===== config.mk =====
export PLATFORM = sky130hd
export DESIGN_NAME = spi_controller
export DESIGN_NICKNAME = d
export VERILOG_FILES = /design/src/rtl/spi_controller.sv
export SDC_FILE = /design/constraint.sdc
export NUM_CORES = 1
export LEC_CHECK = 0
export CAP_MARGIN = 20
export CORE_UTILIZATION = 35
export DETAILED_ROUTE_END_ITERATION = 6
export SETUP_SLACK_MARGIN = 0.02
export SYNTH_ARGS = -nofsm -noshare
export SYNTH_HDL_FRONTEND = slang
export SYNTH_SLANG_ARGS = --single-unit

===== constraint.sdc =====
create_clock -name clk -period 3.3 [get_ports clk]
set_clock_uncertainty 0.2 [all_clocks]
set_input_delay 0.33 -clock clk [delete_from_list [all_inputs] [get_ports clk]]
set_output_delay 0.33 -clock clk [all_outputs]
set_load 0.01 [all_outputs]

===== src/rtl/spi_controller.sv =====
// SPI mode-0 initiator for 16-bit register-access frames.
// Frame: {write, addr[6:0], data[7:0]}, MSB first; read data is the last 8 miso bits.
module spi_controller #(
  parameter int CLK_DIV  = 4,
  parameter int CS_SETUP = 2,
  parameter int CS_HOLD  = 2,
  parameter int CS_IDLE  = 2
) (
  input  logic       clk,
  input  logic       rst_n,
  input  logic       req_valid,
  output logic       req_ready,
  input  logic       req_write,
  input  logic [6:0] req_addr,
  input  logic [7:0] req_data,
  output logic       rsp_valid,
  output logic [7:0] rsp_data,
  output logic       busy,
  output logic       sclk,
  output logic       cs_n,
  output logic       mosi,
  input  logic       miso
);

  localparam logic [2:0] S_IDLE  = 3'd0;
  localparam logic [2:0] S_SETUP = 3'd1;
  localparam logic [2:0] S_SHIFT = 3'd2;
  localparam logic [2:0] S_HOLD  = 3'd3;
  localparam logic [2:0] S_GAP   = 3'd4;

  localparam logic [15:0] DIV_LAST   = 16'(CLK_DIV - 1);
  localparam logic [15:0] SETUP_LAST = 16'(CS_SETUP - 1);
  localparam logic [15:0] HOLD_LAST  = 16'(CS_HOLD - 1);
  localparam logic [15:0] IDLE_LAST  = 16'(CS_IDLE - 1);

  logic [2:0]  state;
  logic [15:0] cnt;
  logic [3:0]  bit_cnt;
  logic [15:0] tx_sr;
  logic [7:0]  rx_sr;

  assign req_ready = (state == S_IDLE);

  always_ff @(posedge clk or negedge rst_n) begin
    if (!rst_n) begin
      state     <= S_IDLE;
      cnt       <= '0;
      bit_cnt   <= '0;
      tx_sr     <= '0;
      rx_sr     <= '0;
      sclk      <= 1'b0;
      cs_n      <= 1'b1;
      mosi      <= 1'b0;
      busy      <= 1'b0;
      rsp_valid <= 1'b0;
      rsp_data  <= '0;
    end else begin
      rsp_valid <= 1'b0;
      unique case (state)
        S_IDLE: begin
          if (req_valid) begin
            tx_sr <= {req_write, req_addr,
                      req_write ? req_data : 8'h00};
            mosi  <= req_write;
            cs_n  <= 1'b0;
            busy  <= 1'b1;
            cnt   <= '0;
            state <= S_SETUP;
          end
        end
        S_SETUP: begin
          if (cnt == SETUP_LAST) begin
            cnt     <= '0;
            bit_cnt <= '0;
            state   <= S_SHIFT;
          end else begin
            cnt <= cnt + 16'd1;
          end
        end
        S_SHIFT: begin
          if (cnt != DIV_LAST) begin
            cnt <= cnt + 16'd1;
          end else begin
            cnt  <= '0;
            sclk <= ~sclk;
            // rising edge samples, falling edge advances
            if (!sclk) begin
              rx_sr <= {rx_sr[6:0], miso};
            end else if (bit_cnt == 4'd15) begin
              state <= S_HOLD;
            end else begin
              bit_cnt <= bit_cnt + 4'd1;
              tx_sr   <= {tx_sr[14:0], 1'b0};
              mosi    <= tx_sr[14];
            end
          end
        end
        S_HOLD: begin
          if (cnt == HOLD_LAST) begin
            cnt       <= '0;
            cs_n      <= 1'b1;
            mosi      <= 1'b0;
            rsp_valid <= 1'b1;
            rsp_data  <= rx_sr;
            state     <= S_GAP;
          end else begin
            cnt <= cnt + 16'd1;
          end
        end
        S_GAP: begin
          if (cnt == IDLE_LAST) begin
            cnt   <= '0;
            busy  <= 1'b0;
            state <= S_IDLE;
          end else begin
            cnt <= cnt + 16'd1;
          end
        end
        default: state <= S_IDLE;
      endcase
    end
  end

endmodule


==> impl_metrics.ini <==
[clocking]
cts_resized = 0
clk_pin_slew_ps = 70
clk_latency_ps = 340
cts_num_sinks = 59
clock_path_buffers = 2
numCtsBuffers = 9
post-cts-setup-buffer-count = 0
cts_tree = built
cts.htree.levels = 3
root_buffer = clkbuf_8

[synth]
synth_area_um2 = 2902
yosys.area.top_type = dfrtp_1
ys_types = 49
syn_avg_cell_area_um2 = 10.15
synth_nets = 309
synth_edf_count = 0
synthCells = 286
synthArstFlopShare_pct = 100.0
synth_top_flop_cell = dfrtp_1
yosys-top-cells-area = dfrtp_1 (50%), mux2_2 (6.2%), nand2_1 (3.9%)
ys_ff_latch = 59
yosys_warnings = 0
synth_top_area_share_pct = 50.02
ys_seq_area_share_pct = 50.93

[sta]
max_slew.worst_pin.slew_ps = 688.1
setup_viol = 0
tns_ps = 0
maxSlewHeadroom_pct = 53.78
fin_crit_sh_pct = 83.42
max_freq_ghz = 0.3633
drv_slew = 0
hold_viol_final = 0
fin_crit_ps = 2753
fin_ws_ps = 547.2
rsz0062_at_grt = no

[setup_path]
crit_path_top_delay_cell = or4_1
required_ps = 3360
max_stage_delay_ps = 690
crit_arrival_ps = 2810
timing.critical_path.cells = or4_1 -> nor4_4 -> a21bo_2 -> nor2_1 -> a31oi_1
crit_path_max_fanout = 30
startpoint_type = flop
path_class = flop to flop
crit_path_end_kind = flop

[placed_design]
gp_congestion = 0.8256
post-place-ws_ps = 568.1
port_buffers = 33
dpl.hpwl_mm = 4.128

[floorplan]
ios = 34
start_util_pct = 36.79
core_area_um2 = 7888
die_height_um = 93.05
rows = 32
die_w_um = 93.05
die_area_um2 = 8658

[routing]
drc_errors = 0
drtPass1Iterations = 4
wirelength_mm = 6.007
vias_per_cell = 5.265
drt_iter0_drc = 102
wl_per_cell_um = 13.97
final_antenna_net_count = 0
vias = 2264

[finish]
drive_above_1_share_pct = 15.85
seqCellArea_um2 = 1478
final_cell_mix = dfrtp_1 (58), clkdlybuf4s50_1 (32), nor2_1 (30), nand2_1 (30), nand3_1 (18)
layout_commonest_cell = dfrtp_1
num_antenna_cells = 0
multiInputGateArea_um2 = 1343
area_growth_pct = 22.98
fillers = 743
fin_nets = 346

[run]
timing.max_cap.violations = 0

[global_routing]
grt_pass1_wl_mm = 10.21
grt_pass1_vias = 2129
grtUsageTotal_pct = 15.28
antenna_found_initial = 0
grt_max_degree = 45
overflow = 0

[power_and_ir_drop]
p_leak_nw = 1.586
p_per_area_nw_per_um2 = 800.3
ir_drop_uv = 271.3

[worst_hold_path]
hold_path.class = flop to flop

[status]
outcome = complete, no violations
[cell usage after synthesis, drive strengths merged (3+ instances only)]
cell type and n:
nand2 30, o21ai 12, a21oi 6, or3 4, dfrtp 58, nor4 4
and3 8, nand3 18, mux2 16, nand4 7, nor3b 4, a31oi 16
inv 7, clkbuf 8, buf 5, ha 3, nor2 32, xor2 10
a21o 3, or4 3
[critical path, delay by kind of cell, from the launching register on]
kind | cells | cell delay (ps)
AOI/OAI and AO/OA | 2 | 720
DFF | 1 | 420
and+or+nand+nor | 3 | 1340
[metrics by stage]
stage                     hold slack [ps]  std cells  utilization, %  power (mW)  cell area [um^2]
after floorplan                    -165.6        286               -       1.892              2902
after global placement              292.6        412           42.21       2.195              3329
after detailed placement            294.1        412           42.21       2.206              3329
after CTS                           311.8        429           44.89       2.881              3541
after global routing                334.3        430           45.24       3.078              3568
final                               307.5        430           45.24       2.856              3568
[cell families after synthesis]
logic type               synth area share, %
flip-flops                             50.93
multiplexers                           6.899
XOR/XNOR                               3.320
buffers and inverters                  2.803
AO/OA/AOI/OAI                          11.99
adder cells (fa/ha/maj)                1.294
AND/OR/NAND/NOR                        22.77
[state kept, by name, indices dropped and copies added, names as in the netlist, 3 cells and up]
name / count
cnt: 16
tx_sr: 15
state: 3
rx_sr: 8
bit_cnt: 4
rsp_data: 8
[area by class of cell]
cell class                 instances  area share (%)
inverter                           7          0.7363
timing repair buffer              39           11.01
multi-input combinational        207           37.62
tap                              102           3.576
clock inverter                     7           2.174
sequential                        59           41.41
clock buffer                       9           3.471
[layer usage]
metal / GRT usage (%) / wire length (um)
met1: 19.80 / 2874
met2: 23.59 / 2823
met3: 3.496 / 214
met4: 8.462 / 94
met5: 0 / 0
[path summary, 6_finish.rpt]
path                        startpoint     endpoint  slack (ps)  depth (start not counted)
min                        rsp_data[3]  rsp_data[3]         310                          1
min in group asynchronous        rst_n   bit_cnt[1]         330                          2
max reg2reg                    cnt[11]     tx_sr[9]         550                          5
max                            cnt[11]     tx_sr[9]         550                          5
min reg2reg                rsp_data[3]  rsp_data[3]         310                          1
max in group asynchronous        rst_n         cs_n        1760                          4
[what timing repair did]
| item | in CTS | in global routing |
|---|---|---|
| hold endpoints to repair | 37 | 0 |
| hold buffers | 1 | 0 |
| endpoints found under the setup margin | 0 | 0 |
[report_power, final]
part	leakage (nW)	internal, mW	total (mW)	switching, mW
combinational	0.721	0.468	1.10	0.636
sequential	0.765	0.913	1.09	0.180
clock	0.0998	0.353	0.660	0.307
total	1.59	1.73	2.86	1.12
No activity file was read; power rests on OpenSTA's default activity.
